==> src/rtl/mips_pkg.sv <==
// Shared constants and FSM state encoding for the register-file dump reader.
package mips_pkg;

  localparam int REG_ADDR_W = 5;
  localparam int REG_DATA_W = 32;
  localparam int NUM_REGS   = 32;

  typedef enum logic [2:0] {
    IDLE,
    READ,
    PRESENT,
    CSUM,
    DONE
  } dump_state_t;

endpackage

==> src/rtl/regfile_dump_reader.sv <==
// Walks the register file over an asynchronous read port and streams each word out on valid/ready.
// Optional trailing XOR checksum word when REGFILE_DUMP_CHECKSUM_EN is defined.
module regfile_dump_reader
  import mips_pkg::*;
#(
  parameter int ADDR_W    = REG_ADDR_W,
  parameter int DATA_W    = REG_DATA_W,
  parameter int FIRST_REG = 0,
  parameter int LAST_REG  = NUM_REGS - 1
) (
  input  logic              clk,
  input  logic              rst,
  input  logic              start,
  input  logic              abort,
  output logic              busy,
  output logic              done,
  output logic [ADDR_W-1:0] rf_rd_addr,
  input  logic [DATA_W-1:0] rf_rd_data,
  output logic              out_valid,
  input  logic              out_ready,
  output logic [DATA_W-1:0] out_data,
  output logic [ADDR_W-1:0] out_index,
  output logic              out_last
);

  dump_state_t       state_reg, state_next;
  logic [ADDR_W-1:0] cnt_reg;
  logic [DATA_W-1:0] data_reg;
  logic [ADDR_W-1:0] index_reg;
  logic              last_reg;
`ifdef REGFILE_DUMP_CHECKSUM_EN
  logic [DATA_W-1:0] csum_reg;
`endif

  logic handshake;
  logic final_word;

  assign handshake  = out_valid && out_ready;
  assign final_word = (cnt_reg == ADDR_W'(LAST_REG));

  // The counter only moves on start or a handshake, so it doubles as a stable read address.
  assign rf_rd_addr = cnt_reg;
  assign busy       = (state_reg != IDLE);
  assign done       = (state_reg == DONE);
  assign out_valid  = (state_reg == PRESENT) || (state_reg == CSUM);
  assign out_data   = data_reg;
  assign out_index  = index_reg;
  assign out_last   = last_reg;

  always_ff @(posedge clk) begin
    if (rst) begin
      state_reg <= IDLE;
    end else begin
      state_reg <= state_next;
    end
  end

  always_comb begin
    state_next = state_reg;
    case (state_reg)
      IDLE:    if (start) state_next = READ;
      READ:    state_next = PRESENT;
      PRESENT: begin
        if (handshake) begin
          if (final_word) begin
`ifdef REGFILE_DUMP_CHECKSUM_EN
            state_next = CSUM;
`else
            state_next = DONE;
`endif
          end else begin
            state_next = READ;
          end
        end
      end
`ifdef REGFILE_DUMP_CHECKSUM_EN
      CSUM:    if (handshake) state_next = DONE;
`endif
      DONE:    state_next = IDLE;
      default: state_next = IDLE;
    endcase
    if (abort) state_next = IDLE;
  end

  always_ff @(posedge clk) begin
    if (rst) begin
      cnt_reg   <= '0;
      data_reg  <= '0;
      index_reg <= '0;
      last_reg  <= 1'b0;
`ifdef REGFILE_DUMP_CHECKSUM_EN
      csum_reg  <= '0;
`endif
    end else if (abort) begin
      last_reg <= 1'b0;
    end else begin
      case (state_reg)
        IDLE: begin
          if (start) begin
            cnt_reg <= ADDR_W'(FIRST_REG);
`ifdef REGFILE_DUMP_CHECKSUM_EN
            csum_reg <= '0;
`endif
          end
        end
        READ: begin
          data_reg  <= rf_rd_data;
          index_reg <= cnt_reg;
`ifdef REGFILE_DUMP_CHECKSUM_EN
          last_reg  <= 1'b0;
`else
          last_reg  <= final_word;
`endif
        end
        PRESENT: begin
          if (handshake) begin
`ifdef REGFILE_DUMP_CHECKSUM_EN
            csum_reg <= csum_reg ^ data_reg;
            // Checksum word is loaded straight into the output registers for the CSUM beat.
            if (final_word) begin
              data_reg  <= csum_reg ^ data_reg;
              index_reg <= '0;
              last_reg  <= 1'b1;
            end
`endif
            if (!final_word) cnt_reg <= cnt_reg + ADDR_W'(1);
          end
        end
        DONE:    last_reg <= 1'b0;
        default: ;
      endcase
    end
  end

endmodule

==> config.mk <==
export PLATFORM = sky130hd
export DESIGN_NAME = regfile_dump_reader
export DESIGN_NICKNAME = d
export VERILOG_FILES = /design/src/rtl/mips_pkg.sv /design/src/rtl/regfile_dump_reader.sv
export SDC_FILE = /design/constraint.sdc
export NUM_CORES = 1
export LEC_CHECK = 0
export CORE_AREA = 2 2 62 93
export DETAILED_ROUTE_END_ITERATION = 6
export DIE_AREA = 0 0 64 95
export GPL_ROUTABILITY_DRIVEN = 0
export HOLD_SLACK_MARGIN = 0.15
export PLACE_DENSITY = 0.64
export SETUP_SLACK_MARGIN = 0.05
export SKIP_CTS_REPAIR_TIMING = 1
export SLEW_MARGIN = 25
export SYNTH_ARGS = -nofsm -noshare
export SYNTH_HDL_FRONTEND = slang
export SYNTH_SLANG_ARGS = --single-unit
==> constraint.sdc <==
create_clock -name clk -period 2.5 [get_ports clk]
set_clock_uncertainty 0.1 [all_clocks]
set_input_delay 0.5 -clock clk [delete_from_list [all_inputs] [get_ports clk]]
set_output_delay 0.5 -clock clk [all_outputs]
set_load 0.02 [all_outputs]
==> results of run 1 <==
[report_power, final]
group | internal (uW) | switching, uW | leakage (uW)
registers | 744 | 7.57 | 0.000372
logic | 84.8 | 64.3 | 0.000579
clock network | 188 | 235 | 0.0000438
[metal layers]
metal  global-route usage  vias up  part of all wire
met5                    0        -                 0
met1               0.1770      788              0.42
met4              0.06522        0             0.022
li1                     -      873                 -
met2               0.2604       63              0.50
met3              0.04410       10             0.059
[metrics by stage]
| stage | worst slack (ns) | utilization |
|---|---|---|
| final | 0.1911 | 0.5177 |
| after global routing | 0.05738 | 0.5177 |
| after CTS | 0.1036 | 0.5175 |
| after detailed placement | 0.1602 | 0.5027 |
| after global placement | 0.2020 | 0.5027 |
| after floorplan | 0.2628 | - |
[path summary, 6_finish.rpt]
| check | endpoint | cells after the start | from |
|---|---|---|---|
| worst min register to register | out_data[1]$_SDFFE_PP0P_ | 2 | out_data[1]$_SDFFE_PP0P_ |
| worst max register to register | rf_rd_addr[2]$_SDFFE_PP0P_ | 7 | rf_rd_addr[0]$_SDFFE_PP0P_ |
| worst min-delay path | out_data[1]$_SDFFE_PP0P_ | 2 | out_data[1]$_SDFFE_PP0P_ |
| worst max-delay path | rf_rd_addr[2]$_SDFFE_PP0P_ | 7 | rf_rd_addr[0]$_SDFFE_PP0P_ |
[cell usage after synthesis (all sizes together), types with 2 or more instances]
master / instances
nand2: 76
dfxtp: 46
a21oi: 39
buf: 11
clkbuf: 4
ha: 3
inv: 3
nand3: 3
nand3b: 3
nor3: 3
a211o: 2
and3: 2
and3b: 2
nand2b: 2
nor2: 2
nor2b: 2
o21ai: 2
or3: 2
[kinds of logic after synthesis]
logic type	count (synthesis)
flops	46
simple gates	101
fa+ha+maj	3
mux	1
buf+inv	18
compound gates	47
[final cells by class]
type / count / area share
clock inverter: 2 / 0.003630
timing repair buffer: 90 / 0.3176
sequential: 46 / 0.3344
inverter: 3 / 0.004083
multi-input combinational: 152 / 0.2836
tap: 70 / 0.03176
clock buffer: 5 / 0.02495
[worst min-delay path, stage by stage (launching register included)]
cell	delay, ns
dfxtp_1	0.31
nand2_1	0.05
a21oi_1	0.05
==> flow_metrics.env, run 1 <==
export IMPL_cts_tree="built"
export IMPL_synth_mux_area_frac=0.006259
export IMPL_status="complete, no violations"
export IMPL_die_width_microns=64
export IMPL_placed_cell_area_sq_um=2678
export IMPL_dp_cells=361
export IMPL_dr_pass1_iters=4
export IMPL_rsz0062_at_grt="false"
export IMPL_startpoint_type="flip-flop"
export IMPL_cp_required_ns=2.58
export IMPL_final_cells=368
export IMPL_max_freq_mhz=433.1
export IMPL_wl_per_cell_microns=12.03
export IMPL_cts_sinks=46
export IMPL_syn_area_sq_um=1799
export IMPL_hold_violations=0
export IMPL_cp_num_buf_inv=0
export IMPL_final_common_cell="clkdlybuf4s50_1"
export IMPL_grt_pass1_vias=1593
export IMPL_final_cell_mix="81 x clkdlybuf4s50_1, 76 x nand2_1, 45 x dfxtp_1"
export IMPL_seq_area_sq_um=922.1
export IMPL_grt_pass1_wl_microns=7355
export IMPL_dieArea_sq_um=6080
export IMPL_drtIter0Drc=99
export IMPL_syn_area_per_cell_sq_um=8.330
export IMPL_ioPinCount=83
export IMPL_drive_gt1_frac=0.07383
export IMPL_relSlewSlack=0.5573
export IMPL_fill_cells=526
export IMPL_crit_type="flip-flop to flip-flop"
export IMPL_crit_slowest_cell="a2111o_1"
export IMPL_ys_async_sr_fraction=0
export IMPL_crit_path_max_incr_delay_ns=0.48
export IMPL_worstPathMaxFanout=5
export IMPL_htreeDepth=2
export IMPL_slew_violations=0
export IMPL_crit_path_end_kind="flip-flop"
export IMPL_period_share=0.9236
export IMPL_holdWs_ns=0.3537
export IMPL_crit_top_cell="ha_1"
export IMPL_path_delay_family="compound AO/OA/AOI/OAI gates"
export IMPL_largest_register_ffs=32
export IMPL_ant_nets=0
export IMPL_power_density_nw_per_um2=480.1
export IMPL_yosysTopAreaCellShare=0.5118
export IMPL_dieHeight_microns=95
export IMPL_grt_overflow=0
export IMPL_synth_top_family_by_area="simple AND/OR/NAND/NOR gates"
export IMPL_tightestPinTransition_ns=0.6548
export IMPL_ys_warn_count=0
export IMPL_num_antenna_cells=0
export IMPL_core_area_sq_um=5326
export IMPL_area_growth_pct=53.27
export IMPL_multiInputGateArea_sq_um=782.0
export IMPL_fin_area_sq_um=2758
export IMPL_synth_seq_cells=46
export IMPL_synth_compound_area_share=0.1433
export IMPL_synth_area_leaders="dfxtp_1 51%, nand2_1 16%, a21oi_1 11%, buf_2 2.2%, ha_1 2.1%"
export IMPL_synth_nets=256
export IMPL_synthXorXnorAreaFrac=0
export IMPL_rows=33
export IMPL_yosys_area_share_simple=0.2643
export IMPL_cts_root_buffer_cell="clkbuf_8"
export IMPL_ys_flop_type="dfxtp_1"
export IMPL_finalPower_uw=1324
export IMPL_cp_arrival_ns=2.39
export IMPL_clockBufferDepth=2
export IMPL_netlist_instances=216
export IMPL_grt_max_degree=38
export IMPL_final_net_count=338
export IMPL_grtUsageTotal=0.1528
export IMPL_antenna_found_initial=0
export IMPL_synth_adder_area_share=0.02086
export IMPL_yosysSeqAreaShare=0.5118
export IMPL_dp_hpwl_microns=3102
export IMPL_setup_viol=0
export IMPL_start_util=0.3378
export IMPL_insertion_delay_ns=0.29
export IMPL_path_cells="ha_1, and3_1, ha_1, nand3b_4, a2111o_1, nor2b_4, a211o_1"
export IMPL_leakagePower_uw=0.0009952
export IMPL_vias=1734
export IMPL_peakVddDrop_mv=0.3666
export IMPL_tns_ns=0
export IMPL_maxCapViolCount=0
export IMPL_synth_edf_count=0
export IMPL_fin_crit_ns=2.309
export IMPL_hp_class="flip-flop to flip-flop"
export IMPL_netlist_top_cell_by_area="dfxtp_1"
export IMPL_reg2reg_slack_ns=0.19
export IMPL_port_buffers=82
export IMPL_cts_inserted_buffers=5
export IMPL_vias_per_cell=4.712
export IMPL_clk_pin_slew_worst_paths_ns=0.08
export IMPL_wirelength_microns=4427
export IMPL_drc_errors=0
export IMPL_ys_types=32
(Power assumes the default switching activity.)
==> inputs of run 2 (changes only) <==
--- a/config.mk
+++ b/config.mk
@@ -5,9 +5,9 @@
 export SDC_FILE = /design/constraint.sdc
 export NUM_CORES = 1
 export LEC_CHECK = 0
-export CORE_AREA = 2 2 62 93
+export CORE_AREA = 2 2 79 74
 export DETAILED_ROUTE_END_ITERATION = 6
-export DIE_AREA = 0 0 64 95
+export DIE_AREA = 0 0 81 76
 export GPL_ROUTABILITY_DRIVEN = 0
 export HOLD_SLACK_MARGIN = 0.15
 export PLACE_DENSITY = 0.64
==> run 2 against run 1 <==
Core utilization decreased by 0.57 points. Die area increased by 1.3%. Non-clock buffer count down 1. Highest routed layer unchanged. Combinational power is essentially flat. Clock power is 2% lower. Final area rose by 0.27%. Register-to-register slack about the same. Power is 0.55% lower. Critical endpoint is now rf_rd_addr[3]$_SDFFE_PP0P_.
==> flow_metrics.env, run 2 (synthesis results as in run 1) <==
export IMPL_grt_pass1_vias=1507
export IMPL_hp_class="flip-flop to flip-flop"
export IMPL_dieHeight_microns=76
export IMPL_largest_register_ffs=32
export IMPL_slew_violations=0
export IMPL_cts_root_buffer_cell="clkbuf_8"
export IMPL_tns_ns=0
export IMPL_port_buffers=82
export IMPL_period_share=0.9238
export IMPL_cts_inserted_buffers=5
export IMPL_wl_per_cell_microns=11.80
export IMPL_area_growth_pct=53.69
export IMPL_final_common_cell="clkdlybuf4s50_1"
export IMPL_rr_worst_depth=7
export IMPL_p_sw_frac=0.2230
export IMPL_min_delay_path_depth=2
export IMPL_drc_errors=0
export IMPL_crit_type="flip-flop to flip-flop"
export IMPL_htreeDepth=2
export IMPL_clockBufferDepth=2
export IMPL_p_int_uw=1023
export IMPL_fin_crit_ns=2.310
export IMPL_vias=1683
export IMPL_setup_viol=0
export IMPL_fill_cells=554
export IMPL_grt_max_degree=39
export IMPL_dieArea_sq_um=6156
export IMPL_dr_pass1_iters=4
export IMPL_start_util=0.3332
export IMPL_reg2reg_slack_ns=0.19
export IMPL_comb_power_share=0.114
export IMPL_leakagePower_uw=0.0009872
export IMPL_die_width_microns=81
export IMPL_startpoint_type="flip-flop"
export IMPL_dp_cells=360
export IMPL_vias_per_cell=4.586
export IMPL_cp_arrival_ns=2.39
export IMPL_hold_violations=0
export IMPL_maxCapViolCount=0
export IMPL_rr_endpoint="rf_rd_addr[3]$_SDFFE_PP0P_"
export IMPL_cp_required_ns=2.58
export IMPL_num_antenna_cells=0
export IMPL_crit_path_end_kind="flip-flop"
export IMPL_insertion_delay_ns=0.29
export IMPL_final_net_count=337
export IMPL_tightestPinTransition_ns=0.6416
export IMPL_final_cells=367
export IMPL_ioPinCount=83
export IMPL_dp_hpwl_microns=3034
export IMPL_grt_overflow=0
export IMPL_worstPathMaxFanout=5
export IMPL_antenna_found_initial=0
export IMPL_rows=26
export IMPL_power_density_nw_per_um2=476.2
export IMPL_core_area_sq_um=5400
export IMPL_ant_nets=0
export IMPL_drtIter0Drc=72
export IMPL_power_switching_uw=293.6
export IMPL_peakVddDrop_mv=0.2339
export IMPL_drive_gt1_frac=0.06061
export IMPL_wirelength_microns=4329
export IMPL_clk_pin_slew_worst_paths_ns=0.08
export IMPL_holdCritStartpoint="out_data[1]$_SDFFE_PP0P_"
export IMPL_r2r_start="rf_rd_addr[0]$_SDFFE_PP0P_"
export IMPL_final_cell_mix="82 x clkdlybuf4s50_1, 76 x nand2_1, 45 x dfxtp_1"
export IMPL_power_frac_seq=0.571
export IMPL_status="complete, no violations"
export IMPL_grt_pass1_wl_microns=7134
export IMPL_grtUsageTotal=0.1440
export IMPL_max_freq_mhz=433.0
export IMPL_rsz0062_at_grt="false"
export IMPL_clkPwrFrac=0.315
export IMPL_holdPathEnd="out_data[1]$_SDFFE_PP0P_"
export IMPL_cts_sinks=46
export IMPL_relSlewSlack=0.5662
export IMPL_cts_tree="built"
run 2: layout make-up:
cell class	instances	area (sq um)	area share
multi-input combinational	152	782.0	0.2828
sequential	46	922.1	0.3335
timing repair buffer	89	885.9	0.3204
inverter	3	11.26	0.004072
tap	70	87.58	0.03167
clock buffer	7	76.32	0.02760
run 2: through the flow:
step	utilization	setup WS [ns]	total power (uW)	cell area, sq um	hold slack, ns
after detailed placement	0.4977	0.1816	920.1	2688	0.3470
after global placement	0.4977	0.2022	919.6	2688	0.3416
after floorplan	-	0.2628	827.4	1799	0.4332
after global routing	0.5120	0.06996	1379	2765	0.3718
final	0.5120	0.1905	1317	2765	0.3536
after CTS	0.5118	0.1308	1341	2764	0.3581
run 2: critical path: stages (launching register included):
cell and delay (ns):
dfxtp_1 0.36, ha_1 0.24, and3_1 0.21, ha_1 0.20
nand3b_4 0.16, a2111o_1 0.48, nor2b_4 0.16, a211o_1 0.30
run 2: worst max path at each step:
| stage | from | endpoint | cells past startpoint |
|---|---|---|---|
| after floorplan | rf_rd_addr[0]$_SDFFE_PP0P_ | rf_rd_addr[2]$_SDFFE_PP0P_ | 7 |
| after global placement | out_ready | rf_rd_addr[2]$_SDFFE_PP0P_ | 5 |
| after detailed placement | out_ready | rf_rd_addr[3]$_SDFFE_PP0P_ | 5 |
| after CTS | state_reg[2]$_SDFFE_PP0P_ | done | 3 |
| after global routing | rf_rd_addr[0]$_SDFFE_PP0P_ | rf_rd_addr[2]$_SDFFE_PP0P_ | 7 |
| final | rf_rd_addr[0]$_SDFFE_PP0P_ | rf_rd_addr[3]$_SDFFE_PP0P_ | 7 |
run 2: layer usage:
metal  vias up  track usage  wire length, microns
li1        880            -                     -
met1       747       0.1892                  2003
met2        51       0.2273                  1969
met3         5      0.04384                   318
met4         0      0.04068                    38
met5         -            0                     0
run 2: power by group through the flow:
stage | clock network, uW | registers (uW) | logic (uW)
after global placement | 0 | 769 | 150
final | 415 | 752 | 150
after CTS | 437 | 752 | 152
after floorplan | 0 | 781 | 46.4
after global routing | 463 | 754 | 162
after detailed placement | 0 | 769 | 151
==> inputs of run 3 (changes only) <==
--- a/config.mk
+++ b/config.mk
@@ -5,12 +5,13 @@
 export SDC_FILE = /design/constraint.sdc
 export NUM_CORES = 1
 export LEC_CHECK = 0
-export CORE_AREA = 2 2 79 74
+export CORE_AREA = 2 2 73 68
+export CTS_CLUSTER_SIZE = 40
 export DETAILED_ROUTE_END_ITERATION = 6
-export DIE_AREA = 0 0 81 76
+export DIE_AREA = 0 0 75 70
 export GPL_ROUTABILITY_DRIVEN = 0
 export HOLD_SLACK_MARGIN = 0.15
-export PLACE_DENSITY = 0.64
+export PLACE_DENSITY = 0.74
 export SETUP_SLACK_MARGIN = 0.05
 export SKIP_CTS_REPAIR_TIMING = 1
 export SLEW_MARGIN = 25
==> run 3 against run 2 <==
Die area shrank 15%. Global-route usage grew 3.2 points. First-iteration DRC count grew 2.8%. Wire length shrank 1.9%. Via count shrank 0.71%. Critical endpoint is now done. Largest cell class unchanged. Highest routed layer unchanged.
==> flow_metrics.env, run 3 (synthesis results as in run 1) <==
export IMPL_start_util=0.3916
export IMPL_cp_num_buf_inv=2
export IMPL_grtUsageTotal=0.1756
export IMPL_power_density_nw_per_um2=520.3
export IMPL_ioPinCount=83
export IMPL_cts_inserted_buffers=5
export IMPL_crit_path_end_kind="output pin"
export IMPL_fin_crit_ns=2.348
export IMPL_hp_class="input pin to flip-flop"
export IMPL_rsz0062_at_grt="false"
export IMPL_htreeDepth=2
export IMPL_cts_tree="built"
export IMPL_relSlewSlack=0.5998
export IMPL_peakVddDrop_mv=0.3110
export IMPL_leakagePower_uw=0.0009998
export IMPL_grt_overflow=0
export IMPL_dieArea_sq_um=5250
export IMPL_area_growth_pct=54.87
export IMPL_final_net_count=337
export IMPL_wl_per_cell_microns=11.70
export IMPL_placed_cell_area_sq_um=2676
export IMPL_grt_pass1_wl_microns=7093
export IMPL_antenna_found_initial=0
export IMPL_slew_violations=0
export IMPL_tightestPinTransition_ns=0.5919
export IMPL_dp_cells=355
export IMPL_path_delay_family="buffers and inverters"
export IMPL_path_cells="inv_1, nor3_1, clkdlybuf4s50_1"
export IMPL_cp_arrival_ns=1.75
export IMPL_hold_violations=0
export IMPL_max_freq_mhz=425.9
export IMPL_wirelength_microns=4246
export IMPL_grt_max_degree=42
export IMPL_status="complete, no violations"
export IMPL_crit_slowest_cell="clkdlybuf4s50_1"
export IMPL_holdPathEnd="state_reg[1]$_SDFFE_PP0P_"
export IMPL_reg2reg_slack_ns=0.22
export IMPL_num_antenna_cells=0
export IMPL_crit_type="flip-flop to output pin"
export IMPL_cp_required_ns=1.90
export IMPL_cts_sinks=46
export IMPL_rr_endpoint="rf_rd_addr[3]$_SDFFE_PP0P_"
export IMPL_tns_ns=0
export IMPL_maxCapViolCount=0
export IMPL_fin_util=0.6065
export IMPL_insertion_delay_ns=0.30
export IMPL_r2r_start="rf_rd_addr[0]$_SDFFE_PP0P_"
export IMPL_cp_depth=3
export IMPL_core_area_sq_um=4594
export IMPL_setup_viol=0
export IMPL_dr_pass1_iters=5
export IMPL_ant_nets=0
export IMPL_vias=1671
export IMPL_holdCritStartpoint="rst"
export IMPL_drc_errors=0
export IMPL_grt_pass1_vias=1624
export IMPL_min_delay_path_depth=2
export IMPL_die_width_microns=75
export IMPL_crit_path_max_incr_delay_ns=0.63
export IMPL_period_share=0.9391
export IMPL_rr_worst_depth=7
export IMPL_final_common_cell="clkdlybuf4s50_1"
export IMPL_clk_pin_slew_worst_paths_ns=0.09
export IMPL_fin_area_sq_um=2786
export IMPL_port_buffers=82
export IMPL_drtIter0Drc=74
export IMPL_drive_gt1_frac=0.06711
export IMPL_cts_root_buffer_cell="clkbuf_8"
export IMPL_dp_hpwl_microns=2940
export IMPL_final_cells=363
export IMPL_dieHeight_microns=70
export IMPL_final_cell_mix="81 x clkdlybuf4s50_1, 76 x nand2_1, 46 x dfxtp_1"
export IMPL_clockBufferDepth=2
export IMPL_vias_per_cell=4.603
export IMPL_rows=24
export IMPL_worstPathMaxFanout=10
export IMPL_startpoint_type="flip-flop"
export IMPL_largest_register_ffs=32
export IMPL_fill_cells=429
[run 3: routing by layer]
layer | vias up | part of all wire | wire length [microns] | track usage
li1 | 877 | - | - | -
met1 | 733 | 0.44 | 1872 | 0.2065
met2 | 57 | 0.47 | 1975 | 0.2875
met3 | 4 | 0.088 | 372 | 0.07648
met4 | 0 | 0.0061 | 26 | 0.04762
met5 | - | 0 | 0 | 0
[run 3: worst max path at each step]
stage	slack, ns	end	from
global placement	0.20	rf_rd_addr[2]$_SDFFE_PP0P_	out_ready
floorplan	0.26	rf_rd_addr[2]$_SDFFE_PP0P_	rf_rd_addr[0]$_SDFFE_PP0P_
CTS	0.14	done	state_reg[2]$_SDFFE_PP0P_
finish	0.15	done	state_reg[2]$_SDFFE_PP0P_
detailed placement	0.17	rf_rd_addr[3]$_SDFFE_PP0P_	out_ready
global route	0.07	done	state_reg[2]$_SDFFE_PP0P_
[run 3: final cells by class]
class,count,area [sq um],area share
clock inverters,2,37.54,0.01347
clock buffers,6,72.57,0.02604
repair buffers,89,880.8,0.3161
inverters,3,11.26,0.004041
multi-input cells,152,782.0,0.2806
well taps,65,81.33,0.02919
flip-flops and latches,46,920.9,0.3305
[run 3: report_power, final]
group | total (uW) | internal, uW | switching (uW)
combinational | 149 | 85.3 | 63.4
sequential | 752 | 744 | 7.51
clock | 549 | 298 | 251
total | 1450 | 1130 | 322
[run 3: metrics by stage]
step                hold slack, ns  power (uW)  setup WS (ns)
floorplan                   0.4332       827.4         0.2628
global route                0.3225        1512        0.06948
global placement            0.3407       917.4         0.2016
detailed placement          0.3453       918.6         0.1733
CTS                         0.3070        1469         0.1445
finish                      0.3076        1450         0.1522
[run 3: worst register-to-register path: cells and delay by family, from the launching register on]
kind                       cells  cell delay, ns
AOI/OAI and AO/OA              2            0.78
and+or+nand+nor                3            0.53
adders and majority gates      2            0.43
DFF                            1            0.36
